$ cat src/rtl/multiplicador_pkg.sv
// Shared definitions for the shift-and-add multiplier.
//   state_e    : control FSM state encoding (3 bits)
//   cnt_width  : bit width of the iteration counter for a given operand width
package multiplicador_pkg;

  typedef enum logic [2:0] {
    StIdle  = 3'd0,
    StEval  = 3'd1,
    StAdd   = 3'd2,
    StShift = 3'd3,
    StFix   = 3'd4,
    StDone  = 3'd5
  } state_e;

  // Counter must hold the value WIDTH itself, hence the +1.
  function automatic int unsigned cnt_width(input int unsigned w);
    return $clog2(w + 1);
  endfunction

endpackage

$ cat src/rtl/multiplicador_param_dp.sv
// Datapath of the shift-and-add multiplier: M/Q/A/cnt/neg registers, adder,
// shifter, operand abs and result negation.
// Ports:
//   clk, rst          : clock, asynchronous active-high reset
//   load/add/shift/fix: one-hot control strobes from the FSM
//   signed_mode       : operand interpretation, sampled with load
//   a_in, b_in        : operands, sampled with load
//   q0                : current LSB of Q (decides ADD vs SHIFT)
//   last              : the shift in progress is the final iteration
//   product           : 2*WIDTH result register, updated only by fix
module multiplicador_param_dp
  import multiplicador_pkg::*;
#(
  parameter int unsigned WIDTH = 8
) (
  input  logic                 clk,
  input  logic                 rst,
  input  logic                 load,
  input  logic                 add,
  input  logic                 shift,
  input  logic                 fix,
  input  logic                 signed_mode,
  input  logic [WIDTH-1:0]     a_in,
  input  logic [WIDTH-1:0]     b_in,
  output logic                 q0,
  output logic                 last,
  output logic [2*WIDTH-1:0]   product
);

  localparam int unsigned CntW = cnt_width(WIDTH);

  logic [WIDTH-1:0]   m_q;
  logic [WIDTH-1:0]   q_q;
  logic [WIDTH:0]     a_q;
  logic [CntW-1:0]    cnt_q;
  logic               neg_q;
  logic [2*WIDTH-1:0] product_q;

  logic               a_neg;
  logic               b_neg;
  logic [WIDTH-1:0]   a_abs;
  logic [WIDTH-1:0]   b_abs;
  logic [2*WIDTH-1:0] mag;

  // -(-2^(WIDTH-1)) wraps to 2^(WIDTH-1), which is the correct unsigned magnitude.
  assign a_neg = signed_mode & a_in[WIDTH-1];
  assign b_neg = signed_mode & b_in[WIDTH-1];
  assign a_abs = a_neg ? -a_in : a_in;
  assign b_abs = b_neg ? -b_in : b_in;

  assign mag     = {a_q[WIDTH-1:0], q_q};
  assign q0      = q_q[0];
  assign last    = (cnt_q == CntW'(1));
  assign product = product_q;

  always_ff @(posedge clk or posedge rst) begin
    if (rst) begin
      m_q       <= '0;
      q_q       <= '0;
      a_q       <= '0;
      cnt_q     <= '0;
      neg_q     <= 1'b0;
      product_q <= '0;
    end else begin
      if (load) begin
        m_q   <= a_abs;
        q_q   <= b_abs;
        a_q   <= '0;
        cnt_q <= CntW'(WIDTH);
        neg_q <= a_neg ^ b_neg;
      end else if (add) begin
        a_q <= a_q + {1'b0, m_q};
      end else if (shift) begin
        // Carry bit A[WIDTH] drops into A[WIDTH-1]; A[0] moves into Q.
        a_q   <= {1'b0, a_q[WIDTH:1]};
        q_q   <= {a_q[0], q_q[WIDTH-1:1]};
        cnt_q <= cnt_q - 1'b1;
      end
      if (fix) begin
        product_q <= neg_q ? -mag : mag;
      end
    end
  end

endmodule

$ cat src/rtl/multiplicador_param.sv
// Sequential shift-and-add multiplier with signed/unsigned mode and a level
// start/done handshake. The FSM here drives strobes into the datapath.
// Ports:
//   clk, rst    : clock, asynchronous active-high reset
//   start       : request (accepted in IDLE, released in DONE)
//   signed_mode : 1 = two's-complement operands
//   a_in, b_in  : operands, captured when start is accepted
//   busy        : operation in progress
//   done        : result valid, held until start drops
//   product     : last result, 2*WIDTH bits
module multiplicador_param
  import multiplicador_pkg::*;
#(
  parameter int unsigned WIDTH = 8
) (
  input  logic               clk,
  input  logic               rst,
  input  logic               start,
  input  logic               signed_mode,
  input  logic [WIDTH-1:0]   a_in,
  input  logic [WIDTH-1:0]   b_in,
  output logic               busy,
  output logic               done,
  output logic [2*WIDTH-1:0] product
);

  state_e state_q;
  state_e state_d;

  logic load;
  logic add;
  logic shift;
  logic fix;
  logic q0;
  logic last;

  always_ff @(posedge clk or posedge rst) begin
    if (rst) begin
      state_q <= StIdle;
    end else begin
      state_q <= state_d;
    end
  end

  always_comb begin
    state_d = state_q;
    unique case (state_q)
      StIdle:  if (start) state_d = StEval;
      StEval:  state_d = q0 ? StAdd : StShift;
      StAdd:   state_d = StShift;
      StShift: state_d = last ? StFix : StEval;
      StFix:   state_d = StDone;
      StDone:  if (!start) state_d = StIdle;
      default: state_d = StIdle;
    endcase
  end

  always_comb begin
    load  = 1'b0;
    add   = 1'b0;
    shift = 1'b0;
    fix   = 1'b0;
    busy  = 1'b0;
    done  = 1'b0;
    unique case (state_q)
      StIdle:  load = start;
      StEval:  busy = 1'b1;
      StAdd:   begin busy = 1'b1; add = 1'b1; end
      StShift: begin busy = 1'b1; shift = 1'b1; end
      StFix:   begin busy = 1'b1; fix = 1'b1; end
      StDone:  done = 1'b1;
      default: ;
    endcase
  end

  multiplicador_param_dp #(
    .WIDTH(WIDTH)
  ) u_dp (
    .clk        (clk),
    .rst        (rst),
    .load       (load),
    .add        (add),
    .shift      (shift),
    .fix        (fix),
    .signed_mode(signed_mode),
    .a_in       (a_in),
    .b_in       (b_in),
    .q0         (q0),
    .last       (last),
    .product    (product)
  );

endmodule

$ cat config.mk
export PLATFORM = sky130hd
export DESIGN_NAME = multiplicador_param
export DESIGN_NICKNAME = d
export VERILOG_FILES = /design/src/rtl/multiplicador_pkg.sv /design/src/rtl/multiplicador_param_dp.sv /design/src/rtl/multiplicador_param.sv
export SDC_FILE = /design/constraint.sdc
export NUM_CORES = 1
export LEC_CHECK = 0
export ABC_AREA = 1
export BUFFER_PORTS_ARGS = -buffer_cell sky130_fd_sc_hd__buf_2
export CAP_MARGIN = 0
export CORE_MARGIN = 2
export CORE_UTILIZATION = 30
export CTS_CLUSTER_DIAMETER = 80
export DETAILED_ROUTE_END_ITERATION = 8
export GPL_TIMING_DRIVEN = 0
export SYNTH_ARGS = -nofsm -noshare
export SYNTH_HDL_FRONTEND = slang
export SYNTH_HIERARCHICAL = 1
export SYNTH_SLANG_ARGS = --single-unit
$ cat constraint.sdc
create_clock -name clk -period 2.26 [get_ports clk]
set_clock_uncertainty 0.15 [all_clocks]
set_input_delay 0.339 -clock clk [delete_from_list [all_inputs] [get_ports clk]]
set_output_delay 0.339 -clock clk [all_outputs]
set_load 0.02 [all_outputs]
# Yosys cells after proc, flatten, opt, wreduce, memory -nomap -nowiden
# Index checks and enable logic that the tools add are counted.
# op_classes
n_addsub	5
eq_ne	9
mux	23
bitwise	3
n_reduce_logical	6
# ops
cell	n
two-way mux 8 bit	5
two-way mux 9 bit	3
one-hot mux 3 bit (6 select lines)	1
two-way mux 16 bit	1
negation 16 bit	1
negation 8 bit	2
two-way mux 4 bit	3
adder 9 x 8 -> 9 bit	1
two-way mux 3 bit	3
two-way mux 1 bit	7
== test 3 x 2 -> 1 bit, second input constant	2
== test 3 bit, second input constant	2
inequality test 2 bit, second input constant	3
== test 4 x 1 -> 1 bit, second input constant	1
AND reduction 2 bit	2
OR reduction 4 bit	1
subtractor 4 x 1 -> 4 bit, second input constant	1
== test 3 x 1 -> 1 bit, second input constant	1
logical NOT 3 bit	1
nonzero test 3 bit	1
bitwise AND 1 bit	2
nonzero test 2 bit	1
XOR 1 bit	1
# word_totals
reg_bits	49
in_bits	20
out_inout_bits	18
elab_cells	53

# Logic depth before layout (Yosys ltp)
# depth
ltp_word	5
depth_mapped	11
depth_no_buf	11

# By module
# Netlist, hierarchy kept.
# by_module_without_submodules
mod	n_inst	cells_each	area_per_inst_um2	seq_area_each_um2
multiplicador_param_dp	1	416	3020.4	1151.1
multiplicador_param	1	35	216.5	75.1

# Worst setup path after synthesis
# Ideal clock, no wire load.
# synth_path
path_type	register to register
startpoint	reg u_dp.a_q[0]
endpoint	reg u_dp.a_q[6]
setup_time_ns	0.123
arrival_time_ns	1.513
required_ns	1.987
setup_slack_ns	0.475
path_stages_with_launch	11
path_buffers	0
period_less_slack_ns	1.785
path_cell_list	dfrtp_1 ha_1 fa_1 nand3_1 nand3_1 nand2_1 nand2_1 nand2_1 nand3_1 nand2_1 o21ai_1
# synth_via
elab_chain_len	3
# synth_lines
element	line	source
start: declaration	multiplicador_param_dp.sv:34	logic [WIDTH:0] a_q;
start signal: assignment	multiplicador_param_dp.sv:72	a_q <= a_q + {1'b0, m_q};
start signal: assignment	multiplicador_param_dp.sv:75	a_q <= {1'b0, a_q[WIDTH:1]};
adder 9 x 8 -> 9 bit	multiplicador_param_dp.sv:72	
two-way mux 9 bit	multiplicador_param_dp.sv:71	end else if (add) begin
two-way mux 9 bit	multiplicador_param_dp.sv:65	if (load) begin
# Every way passes these cells.
# A chain may end at the register's enable or synchronous reset.

# Worst setup path after layout
# layout_path
startpoint	reg state_q[1]
endpoint	reg u_dp.q_q[1]
# layout_via
elab_chain_len	4
word_cells_on_any_way	10
cone_classes	eq/ne: 3; mux: 4; reduce/logical: 3
# layout_lines
element	line	source
start: declaration	multiplicador_param.sv:27	state_e state_q;
start signal: assignment	multiplicador_param.sv:39	state_q <= StIdle;
start signal: assignment	multiplicador_param.sv:41	state_q <= state_d;
logical NOT 3 bit *	multiplicador_param.sv:65	unique case (state_q)
two-way mux 1 bit *	multiplicador_param.sv:65	
net load	multiplicador_param.sv:30	logic load;
inequality test 2 bit (no source line) / nonzero test 2 bit (equally long branches)	--	
AND reduction 2 bit (no source line)	--	
end signal: assignment	multiplicador_param_dp.sv:67	q_q <= b_abs;
end signal: assignment	multiplicador_param_dp.sv:76	q_q <= {a_q[0], q_q[WIDTH-1:1]};
end: declaration	multiplicador_param_dp.sv:33	logic [WIDTH-1:0] q_q;
# Mark *: on every way through the listed nets, which the timed path passes. The rest lies on a longest branch.

==> results.ini <==
[outcome]
status = finished clean

[logic_synthesis]
synthesis.area_um2 = 3240
syn-num-nets = 485
yosysMostFrequentCell = nand2_1
ys_warn_count = 6
ys_ff_latch = 49
synth_edf_count = 0
synthCells = 451
ys_top_cells_by_area = dfrtp_1, nand2_1, o21ai_0
synthArstFlopShare_pct = 100
ys_types = 37
syn_avg_cell_area_um2 = 7.18
synth_common_cells = nand2_1, dfrtp_1, inv_1
synth_top_area_share_pct = 37.9
seq_area_frac_synth_pct = 37.9
synth.largest_area_cell = dfrtp_1
synth-main-ff-cell = dfrtp_1

[worst_setup_path]
cp_data_required_time_ps = 2280
start_kind = flip-flop
crit_type = reg2reg
critPathMaxFanout = 10
cp.arrival_ps = 2050
crit_path_end_kind = flip-flop

[power]
power_frac_clock_pct = 10.7
peakVddDrop_uv = 399
combinationalPowerShare_pct = 56.7
pwr-share-seq_pct = 32.6
p_switching_mw = 2.46
power_density_nw_per_um2 = 1340
swShare_pct = 49.7
p_leak_nw = 1.86
p_total_mw = 4.96
internal_power_mw = 2.50

[detailed_routing]
ant_nets = 0
route.detailed.drc = 0
wl_per_cell_um = 11.7
num_vias = 2937
viasPerCell = 4.63
dr.first_iter.drc_count = 136
drt-pass1-iter-count = 4
wirelength_um = 7450

[layout]
area_growth_pct = 14.7
final_nets = 531
stdcell_area_um2 = 3710
drive_above_1_share_pct = 16.7
n_antenna_cell = 0

[global_route]
grt_pass1_vias = 2837
busiest_layer = met2
grt.overflow.total = 0
antenna_found_initial = 0
grt_use_met1_pct = 20.3
grt_pass1_wl_um = 13200
grt_use_met2_pct = 21.5
met3_usage_pct = 2.12
grt_max_degree = 31
grt_usage_pct = 13.9

[clock_network]
path_clk_slew_ps = 100
clockBufferDepth = 2
cts_resized = 0
clock-sinks = 49
htree_num_levels = 2
cts-root-buf = clkbuf_8
cts_tree = done
insertion_delay_ps = 310
numCtsBuffers = 5

[placed_design]
hpwl_um = 5890
place_area_um2 = 3610
pre_cts_ws_ps = 277
numPortBuffers = 37
place_congestion = 0.861

[floorplanning]
core_um2 = 10400
fp.dieH_um = 108
die_w_um = 108
die_area_um2 = 11600
ioPinCount = 38
rows = 37
initial_core_util_pct = 31.1

[sta]
relSlewSlack_pct = 72.0
fin_ws_ps = 238
setup_viol = 0
timing.fmax_mhz = 495
tightest_slew_ps = 420
post-route-min-period_ps = 2020
maxSlewViolCount = 0
min_period_over_period_pct = 89.5
finalHoldViolCount = 0
rsz0062_at_grt = false
tns_ps = 0

[hold_path]
hp-class = in2reg

[run]
drv_cap = 0

[power groups by stage]
stage          registers (mW)  clock network [mW]  logic [mW]
3_5_place_dp             1.63                   0        2.80
4_1_cts                  1.62               0.557        2.82
5_1_grt                  1.69               0.595        3.24
6_report                 1.62               0.529        2.81
2_1_floorplan            1.73                   0        1.99
3_3_place_gp             1.63                   0        2.75
[layout by cell type, fill, tap and decap left out, types with 3 or more instances in the layout]
| master | Yosys | final |
|---|---|---|
| o211ai_1 | 3 | 3 |
| buf_2 | 5 | 42 |
| clkbuf_8 | 0 | 5 |
| nand2_1 | 135 | 135 |
| o21ai_0 | 43 | 43 |
| dfrtp_1 | 49 | 49 |
| clkinvlp_4 | 0 | 3 |
| nor2_1 | 36 | 36 |
| a21oi_1 | 11 | 11 |
| xor2_1 | 13 | 13 |
| inv_1 | 48 | 47 |
| a21oi_2 | 4 | 4 |
| nor2_4 | 5 | 5 |
| nand3_1 | 41 | 41 |
| ha_1 | 13 | 13 |
| a31oi_1 | 3 | 3 |
| inv_2 | 7 | 8 |
| o22ai_1 | 3 | 3 |
| nand2_2 | 4 | 4 |
[sequential cells by signal (all words and copies together), names as in the netlist]
signal / cells
u_dp/neg_q: 1
u_dp/a_q: 9
u_dp/cnt_q: 4
u_dp/product: 16
u_dp/q_q: 8
u_dp/m_q: 8
state_q: 3
[critical path: stages, from the launching register on]
cell and delay [ps]:
dfrtp_1 380, clkbuf_2 170, nor4_1 320, buf_6 210, nor2_1 110, nor2_4 200
inv_1 150, nand2_1 100, o21ai_0 100
[final cells by class]
type | count | area, µm²
clock inverter | 3 | 22.5
fill | 1120 | 6700
tap | 136 | 170
multi-input combinational | 334 | 1730
timing repair buffer | 39 | 215
inverter | 58 | 223
sequential | 49 | 1230
buffer | 10 | 53.8
clock buffer | 5 | 68.8
[stage by stage]
stage | utilization, % | hold slack [ps] | cells
3_5_place_dp | 34.7 | 81.0 | 625
2_1_floorplan | - | -57.4 | 451
5_1_grt | 35.7 | 133 | 634
6_report | 35.7 | 127 | 634
3_3_place_gp | 34.5 | 71.0 | 624
4_1_cts | 35.7 | 118 | 634
[cells by family after synthesis]
logic type | count (synthesis) | share of synthesized area, %
buf+inv | 68 | 8.54
fa+ha+maj | 14 | 5.64
flops | 49 | 37.9
compound gates | 73 | 12.6
simple gates | 232 | 31.2
xor+xnor | 15 | 4.06
[routing by layer]
metal  vias to the layer above  share of wire (%)  wire length (µm)
li1                       1552                  -                 -
met4                         0                1.0                78
met3                         8                5.4               402
met2                        79                 42              3120
met5                         -                  0                 0
met1                      1298                 52              3840
[path summary, 6_finish.rpt]
kind                            slack (ps)  cells after the start                to             start
worst min-delay path                   130                      3        state_q[0]             start
min in group asynchronous              300                      3        state_q[1]               rst
max in group asynchronous             1070                      4       u_dp/m_q[6]               rst
worst max-delay path                   240                      8       u_dp/q_q[1]        state_q[1]
worst min register to register         330                      2  u_dp/product[13]  u_dp/product[13]
worst max register to register         240                      8       u_dp/q_q[1]        state_q[1]
[repair_timing]
action                                 in CTS  in global routing
hold buffers                                1                  0
setup endpoints to repair                   0                  0
buffers inserted                            0                  0
endpoints found under the hold margin      19                  0
Power figures use the tool's default switching activity.
